--- config.mk ---
export PLATFORM = sky130hd
export DESIGN_NAME = shift_seq2x4
export DESIGN_NICKNAME = d
export VERILOG_FILES = /design/src/rtl/shift_seq2x4.sv
export SDC_FILE = /design/constraint.sdc
export NUM_CORES = 1
export LEC_CHECK = 0
export CORE_AREA = 2 2 46 52
export CTS_CLUSTER_DIAMETER = 120
export DETAILED_ROUTE_END_ITERATION = 10
export DIE_AREA = 0 0 48 54
export PLACE_DENSITY = 0.78
export SYNTH_ARGS = -nofsm -noshare
export SYNTH_HDL_FRONTEND = slang
export SYNTH_SLANG_ARGS = --single-unit
export TNS_END_PERCENT = 5
--- constraint.sdc ---
create_clock -name clk -period 1.8 [get_ports clk]
set_input_delay 0.36 -clock clk [delete_from_list [all_inputs] [get_ports clk]]
set_output_delay 0.36 -clock clk [all_outputs]
set_load 0.03 [all_outputs]
--- src/rtl/shift_seq2x4.sv ---
// shift_seq2x4: sequential multi-step shifter for two nibbles with valid/ready handshake
module shift_seq2x4 #(
    parameter int CNT_W = 3
) (
    input  logic             clk,
    input  logic             rst,
    input  logic             in_valid,
    output logic             in_ready,
    input  logic [3:0]       a,
    input  logic [3:0]       b,
    input  logic             dir,
    input  logic             arith,
    input  logic [CNT_W-1:0] amt,
    output logic             out_valid,
    input  logic             out_ready,
    output logic [3:0]       ya,
    output logic [3:0]       yb,
    output logic             busy
);
    typedef enum logic [1:0] {IDLE, SHIFT, DONE} state_t;

    state_t           state, state_n;
    logic [CNT_W-1:0] cnt;
    logic             dir_q, arith_q;

    function automatic logic [3:0] step(input logic [3:0] x, input logic d, input logic ar);
        return d ? {ar & x[3], x[3:1]} : {x[2:0], 1'b0};
    endfunction

    // state register
    always_ff @(posedge clk or posedge rst)
        if (rst) state <= IDLE;
        else     state <= state_n;

    // next-state: accept in IDLE, count steps in SHIFT, wait for consumer in DONE
    always_comb begin
        state_n = state;
        case (state)
            IDLE:    state_n = in_valid ? ((amt == '0) ? DONE : SHIFT) : IDLE;
            SHIFT:   state_n = (cnt == CNT_W'(1)) ? DONE : SHIFT;
            DONE:    state_n = out_ready ? IDLE : DONE;
            default: state_n = IDLE;
        endcase
    end

    // datapath: capture operands on accept, apply one 1-bit step per SHIFT cycle
    always_ff @(posedge clk or posedge rst)
        if (rst) begin
            ya      <= '0;
            yb      <= '0;
            cnt     <= '0;
            dir_q   <= 1'b0;
            arith_q <= 1'b0;
        end else if (state == IDLE && in_valid) begin
            ya      <= a;
            yb      <= b;
            cnt     <= amt;
            dir_q   <= dir;
            arith_q <= arith;
        end else if (state == SHIFT) begin
            ya  <= step(ya, dir_q, arith_q);
            yb  <= step(yb, dir_q, arith_q);
            cnt <= cnt - 1'b1;
        end

    // status outputs are pure state decodes; in_ready is also held low during reset
    always_comb begin
        in_ready  = (state == IDLE) && !rst;
        out_valid = (state == DONE);
        busy      = (state == SHIFT) || (state == DONE);
    end
endmodule

# --- After elaboration in Yosys (flattened, before gate mapping) ---
# Cells that the tools add are included.
op_classes:
  n_addsub: 1
  eq_ne: 3
  muxes: 13
  bitwise_logic: 2
  n_reduce_logical: 7
op_table:
  columns: ["operator", "count"]
  rows:
  - ["$mux W4", 6]
  - ["$mux W2", 4]
  - ["$mux W3", 2]
  - ["$pmux W2 S3", 1]
  - ["$eq A3 B1 Y1 const B", 1]
  - ["$logic_not A3 Y1", 1]
  - ["$sub A3 B1 Y3 const B", 1]
  - ["$and A1 B1 Y1", 2]
  - ["$eq A2 B1 Y1 const B", 1]
  - ["$eq A2 B2 Y1 const B", 1]
  - ["$logic_and A1 B1 Y1", 2]
  - ["$logic_not A2 Y1", 1]
  - ["$reduce_bool A2 Y1", 1]
  - ["$logic_not A1 Y1", 1]
  - ["$logic_or A1 B1 Y1", 1]
word_totals:
  register_bits: 15
  out_inout_bits: 11
  wordCells: 32

# --- Logic depth before layout (Yosys ltp) ---
# Gate-level depths: netlist of run 1.
depth:
  depth_word: 4
  depth_mapped: 7
  ltp_nobuf: 5

# --- Least setup slack after synthesis of run 1 ---
# No wires, ideal clock.
synth_timing:
  kind: "flip-flop to output port"
  from: "reg state[0]"
  to: "out in_ready"
  t_arrival_ns: 1.078
  required_time_ns: 1.440
  setup_slack_ns: 0.362
  stages_incl_launch_ff: 4
  path_buffers: 0
  cell_sequence: "dfrtp_1 inv_1 ha_1 nor2b_1"
synth_between:
  elab_chain_len: 2
synth_lines:
  columns: ["item", "line_no", "rtl"]
  rows:
  - ["from (decl)", "22", "state_t state, state_n;"]
  - ["from (signal assigned)", "33", "else state <= state_n;"]
  - ["$logic_not A2 Y1", "68", "in_ready = (state == IDLE) && !rst;"]
  - ["$logic_and A1 B1 Y1", "68", null]
  - ["to (decl)", "8", "output logic in_ready,"]
# No other way between the ends.

# --- Final worst setup path of run 1 ---
layout_timing:
  from: "reg ya[2]"
  to: "out ya[2]"
layout_lines:
  columns: ["item", "line_no", "rtl"]
  rows:
  - ["from (decl)", "16", "output logic [3:0] ya,"]
  - ["from (signal assigned)", "61", "ya <= step(ya, dir_q, arith_q);"]
# No word-level cell between the ends.

==> results of run 1 <==
==> registers in the layout, summed over array words and instances, names as in the netlist <==
signal and count:
cnt 3, state 2, arith_q 1, dir_q 1, yb 4, ya 4
==> cells by family (layout without fill, tap and decap cells) <==
family	after synthesis	in the layout	share of synthesized area
xor+xnor	2	2	0.01964
buf+inv	12	39	0.08275
flops	15	15	0.4208
simple gates	30	30	0.1571
compound gates	23	23	0.1781
fa+ha+maj	6	6	0.08415
mux	5	5	0.05750
==> layout make-up <==
| type | count | area share |
|---|---|---|
| clock buffer | 4 | 0.02197 |
| inverter | 6 | 0.01883 |
| timing repair buffer | 29 | 0.2437 |
| sequential | 15 | 0.3138 |
| multi-input combinational | 66 | 0.3703 |
| tap | 30 | 0.03138 |
==> cell usage in the layout (no fill, tap or decap), drive strengths merged <==
cell type	n
a211oi	4
a21o	6
a21oi	1
a311oi	2
a31oi	3
and2	1
buf	3
clkbuf	5
clkdlybuf4s50	23
dfrtp	15
dlygate4sd2	1
dlymetal6s2s	1
ha	6
inv	6
mux2	1
mux2i	4
nand2	13
nand2b	3
nand3	2
nand3b	1
nor2	6
nor2b	3
o21ai	6
o31ai	1
or4	1
xnor2	1
xor2	1
==> power by group through the flow <==
stage / combinational [mW] / sequential, mW / clock, mW
3_5_place_dp: 1.40 / 0.691 / 0
4_1_cts: 1.39 / 0.684 / 0.194
2_1_floorplan: 0.897 / 0.807 / 0
3_3_place_gp: 1.36 / 0.683 / 0
5_1_grt: 1.52 / 0.707 / 0.212
6_report: 1.37 / 0.683 / 0.189
==> worst paths after layout <==
path	depth (start not counted)	endpoint	slack (ns)
setup reg to reg	6	ya[3]	0.22
setup / recovery	1	ya[2]	0.07
hold / removal	2	ya[0]	0.45
max in group asynchronous	2	cnt[0]	0.98
hold reg to reg	2	arith_q	0.54
min in group clk	2	arith_q	0.54
==> routing by layer <==
layer  global-route usage  up-vias  wire length [um]
met4              0.08108        0                40
met1               0.1845      343               730
met5                    0        -                 0
li1                     -      371                 -
met3              0.03020        5                70
met2               0.2956       17               958
==> through the flow <==
step / instances / util / setup slack, ns / hold WS, ns / power [mW]
6_report: 150 / 0.5591 / 0.06647 / 0.4535 / 2.237
2_1_floorplan: 93 / - / 0.3619 / 0.2615 / 1.705
3_3_place_gp: 146 / 0.5485 / 0.1056 / 0.5047 / 2.042
5_1_grt: 150 / 0.5591 / 0.006974 / 0.5356 / 2.435
3_5_place_dp: 146 / 0.5485 / 0.06729 / 0.5162 / 2.094
4_1_cts: 150 / 0.5596 / 0.03245 / 0.4743 / 2.265
==> repair_timing <==
action | CTS | global route
setup endpoints to repair | 2 | 2
buffers inserted | 0 | 0
gates resized for setup | 2 | 3
endpoints found under the hold margin | 0 | 0
gates cloned | 0 | 0
hold buffers | 0 | 0
==> results.yml, run 1 <==
yosys:
  ys_seq_area_frac: 0.4208
  synth_top_cell_by_area: "dfrtp_1"
  netlist_area_um2: 892.1
  yosysMostFrequentCell: "dfrtp_1"
  avgSynthCellArea_um2: 9.593
  synth-edff-count: 0
  synth.area.top_cells: "dfrtp_1, ha_1, nand2_1"
  ys_ff_latch: 15
  ys_types: 26
  synth_cells: 93
  yosysWarnings: 0
  synthTopCellsByCount: "dfrtp_1, nand2_1"
  ys.flop_type: "dfrtp_1"
  postSynth.asyncResetShare: 1.000
  yosysTopAreaCellShare: 0.4208
  synthesis.nets: 116
routing:
  routedWlPerCell_um: 12.00
  avgViaCountPerCell: 4.907
  num_vias: 736
  ant_nets: 0
  drc: 0
  drtPass1Iterations: 4
  drt_wl_total_mm: 1.800
  drtIter0Drc: 4
critical_path:
  cp_max_fo: 4
  crit_type: "reg -> out"
  cp_slowest_cell: "clkdlybuf4s50_1"
  cp.arrival_ns: 1.37
  end_kind: "output port"
  r2r-start: "state[1]"
  path_cells: "clkdlybuf4s50_1"
  crit_start: "ya[2]"
  cp_top_family: "buffers and inverters"
  crit_required_ns: 1.44
  path_buf_inv: 1
  slowest_delay_ns: 0.69
  cp-start-kind: "flip-flop"
placement:
  io_buffers: 27
  routabilityCongestion: 0.7967
  dp_hpwl_mm: 1.382
  placed_cell_area_um2: 1174
global_route:
  antenna_found_initial: 0
  grt_pass1_vias: 745
  grt_pass1_wl_mm: 2.994
  grt_max_degree: 26
  overflow: 0
  grt_use_total: 0.1668
cells_and_area:
  area_delta_synth_final_pct: 34.08
  layout-drive-gt1-share: 0.07500
  register_area_um2: 375.4
  stdcell_area_um2: 1196
  n_antenna_cell: 0
  multi_input_area_um2: 442.9
  nets: 144
  fill_cells: 192
sta:
  final_max_slew_viol_count: 0
  setup_viol: 0
  period_share: 0.9631
  hold_violations: 0
  worstMarginPinSlew_ns: 0.5650
  clock.fmax_mhz: 576.9
  fin_tns_setup_ns: 0
  finalCriticalPeriod_ns: 1.734
  relSlewSlack: 0.6229
  worst_clock_skew_ns: 0.001716
  rsz0062_at_grt: "no"
clocking:
  clock_path_buffers: 2
  clock-sinks: 15
  htree_levels: 1
  root_buffer: "clkbuf_4"
  cts_made_buffers: 3
  clock_latency_ns: 0.28
  cts_tree: "built"
  path_clk_slew_ns: 0.08
floorplan:
  die_width_um: 48
  core-area_um2: 2140
  rows: 18
  chipHeight_um: 54
  start_util: 0.4170
  ios: 28
  dieArea_um2: 2592
flow_run:
  maxCapViolCount: 0
power:
  p_clk_frac: 0.084
  p_seq_frac: 0.305
  peakVddDrop_mv: 0.8272
  combPwrFrac: 0.610
  p_int_mw: 1.229
  p_switching_mw: 1.008
  p_sw_frac: 0.4507
  leakage_nw: 0.5540
  power.density_nw_per_um2: 1870
min_path:
  hp-class: "in -> async"
outcome:
  status: "completed"
Power figures use the tool's default switching activity.
==> run 2, diff against run 1 <==
==> constraint.sdc (replaced) <==
create_clock -name clk -period 1.8 [get_ports clk]
set_input_delay 0.36 -clock clk [delete_from_list [all_inputs] [get_ports clk]]
set_output_delay 0.36 -clock clk [all_outputs]
set_load 0.02 [all_outputs]
==> run 2 against run 1 <==
Compared with the run above: fmax rose by 1.9%; critical path depth rose by 2; sequential power rose by 0.7%; clock skew rose by 0.0052 ns; hold slack got worse by 0.00088 ns; total power fell by 4.0%; critical path type unchanged.
==> results.yml, run 2 (synthesis results as in run 1) <==
power:
  p_switching_uw: 922.3
  power.density_nw_per_um2: 1795
  peakVddDrop_mv: 0.6278
  p_clk_frac: 0.090
  p_seq_frac: 0.320
  p_int_mw: 1.225
  combPwrFrac: 0.589
  p_sw_frac: 0.4295
  leakage_nw: 0.5473
cells_and_area:
  area_delta_synth_final_pct: 34.08
  layout_commonest_cell: "clkdlybuf4s50_1"
  reg_top3: "ya: 4 flops, yb: 4 flops, cnt: 3 flops"
  multi_input_area_um2: 442.9
  finalNonFillerCells: 150
  register_area_um2: 375.4
  fill_cells: 199
  layout-drive-gt1-share: 0.07500
  nets: 144
  n_antenna_cell: 0
  mostFrequentLayoutCells: "clkdlybuf4s50_1, dfrtp_1, nand2_1"
critical_path:
  crit_type: "reg -> out"
  slowest_delay_ns: 0.39
  reg2reg_depth: 6
  end_kind: "output port"
  reg2reg_slack_ns: 0.26
  r2r-start: "state[1]"
  cp.arrival_ns: 1.34
  path_cells: "inv_1 -> ha_1 -> dlygate4sd2_1"
  crit_required_ns: 1.44
  cp_max_fo: 3
  cp-start-kind: "flip-flop"
  r2r-end: "ya[3]"
  cp_slowest_cell: "dfrtp_1"
floorplan:
  chipHeight_um: 54
  core-area_um2: 2140
  dieArea_um2: 2592
  rows: 18
  ios: 28
  start_util: 0.4170
  die_width_um: 48
placement:
  routabilityCongestion: 0.8070
  io_buffers: 27
  dp_hpwl_mm: 1.388
  place_inst: 146
min_path:
  hp-class: "in -> async"
clocking:
  path_clk_slew_ns: 0.10
  clock_path_buffers: 2
  clock_latency_ns: 0.28
  clock-sinks: 15
  root_buffer: "clkbuf_4"
  cts.repair.resized: 4
  cts_made_buffers: 3
  cts_setup_buffers: 0
  ctsHoldBuffers: 0
  htree_levels: 1
  cts_tree: "built"
sta:
  setup_viol: 0
  finalCriticalPeriod_ns: 1.702
  clock.fmax_mhz: 587.5
  holdWs_ns: 0.4526
  period_share: 0.9456
  worst_clock_skew_ns: 0.006960
  hold_violations: 0
  final_max_slew_viol_count: 0
  relSlewSlack: 0.6190
  rsz0062_at_grt: "no"
  worstMarginPinSlew_ns: 0.5709
routing:
  drtPass1Iterations: 4
  avgViaCountPerCell: 4.953
  drt_wl_total_mm: 1.798
  drtIter0Drc: 7
  ant_nets: 0
  drc: 0
  num_vias: 743
  routedWlPerCell_um: 11.99
global_route:
  overflow: 0
  grt_use_total: 0.1629
  grt_max_degree: 26
  antenna_found_initial: 0
  grt_pass1_vias: 726
  grt_pass1_wl_mm: 2.967
outcome:
  status: "completed"
flow_run:
  maxCapViolCount: 0
[run 2: cell count changes in the layout (fill, tap and decap cells not counted), sizes merged]
cell	previous run	this run
clkdlybuf4s50	23	24
clkinv	0	1
buf	3	2
dlymetal6s2s	1	0
dlygate4sd2	1	2
clkbuf	5	4
[run 2: final cells by class]
| cell class | count | area share |
|---|---|---|
| multi-input combinational | 66 | 0.3703 |
| clock buffer | 3 | 0.01883 |
| inverter | 6 | 0.01883 |
| sequential | 15 | 0.3138 |
| timing repair buffer | 29 | 0.2427 |
| tap | 30 | 0.03138 |
| clock inverter | 1 | 0.004184 |
[run 2: per-stage QoR]
stage / TNS, ns / worst slack [ns] / power (mW) / cell area (um2) / utilization
after floorplan: 0 / 0.4892 / 1.608 / 892.1 / -
after global placement: -0.05072 / -0.05072 / 1.950 / 1176 / 0.5497
after detailed placement: -0.08624 / -0.08624 / 2.003 / 1176 / 0.5497
after CTS: 0 / 0.01458 / 2.171 / 1201 / 0.5614
after global routing: 0 / 0.03844 / 2.338 / 1196 / 0.5591
final: 0 / 0.09797 / 2.147 / 1196 / 0.5591
[run 2: critical path: cells and delay by family (launching register included)]
family / cells / cell delay [ns]
adder cells (fa/ha/maj): 1 / 0.28
flip-flops: 1 / 0.39
buffers and inverters: 2 / 0.40
[run 2: routing by layer]
metal	track usage	vias to the layer above	wire length, um
li1	-	370	-
met1	0.1618	357	766
met2	0.3089	14	941
met3	0.02013	2	58
met4	0.09009	0	31
met5	0	-	0
[run 2: worst max path at each step]
| stage | startpoint | end | slack, ns | cells past startpoint |
|---|---|---|---|---|
| 3_5_place_dp | rst | in_ready | -0.09 | 3 |
| 2_1_floorplan | state[0] | in_ready | 0.49 | 3 |
| 3_3_place_gp | rst | in_ready | -0.05 | 3 |
| 4_1_cts | state[0] | in_ready | 0.01 | 4 |
| 5_1_grt | state[0] | busy | 0.04 | 3 |
| 6_report | state[0] | busy | 0.1 | 3 |
[run 2: power by group through the flow]
stage | clock network, mW | registers, mW | logic, mW
global placement | 0 | 0.682 | 1.27
CTS | 0.197 | 0.687 | 1.29
global route | 0.213 | 0.709 | 1.42
detailed placement | 0 | 0.695 | 1.31
floorplan | 0 | 0.741 | 0.867
finish | 0.194 | 0.688 | 1.27
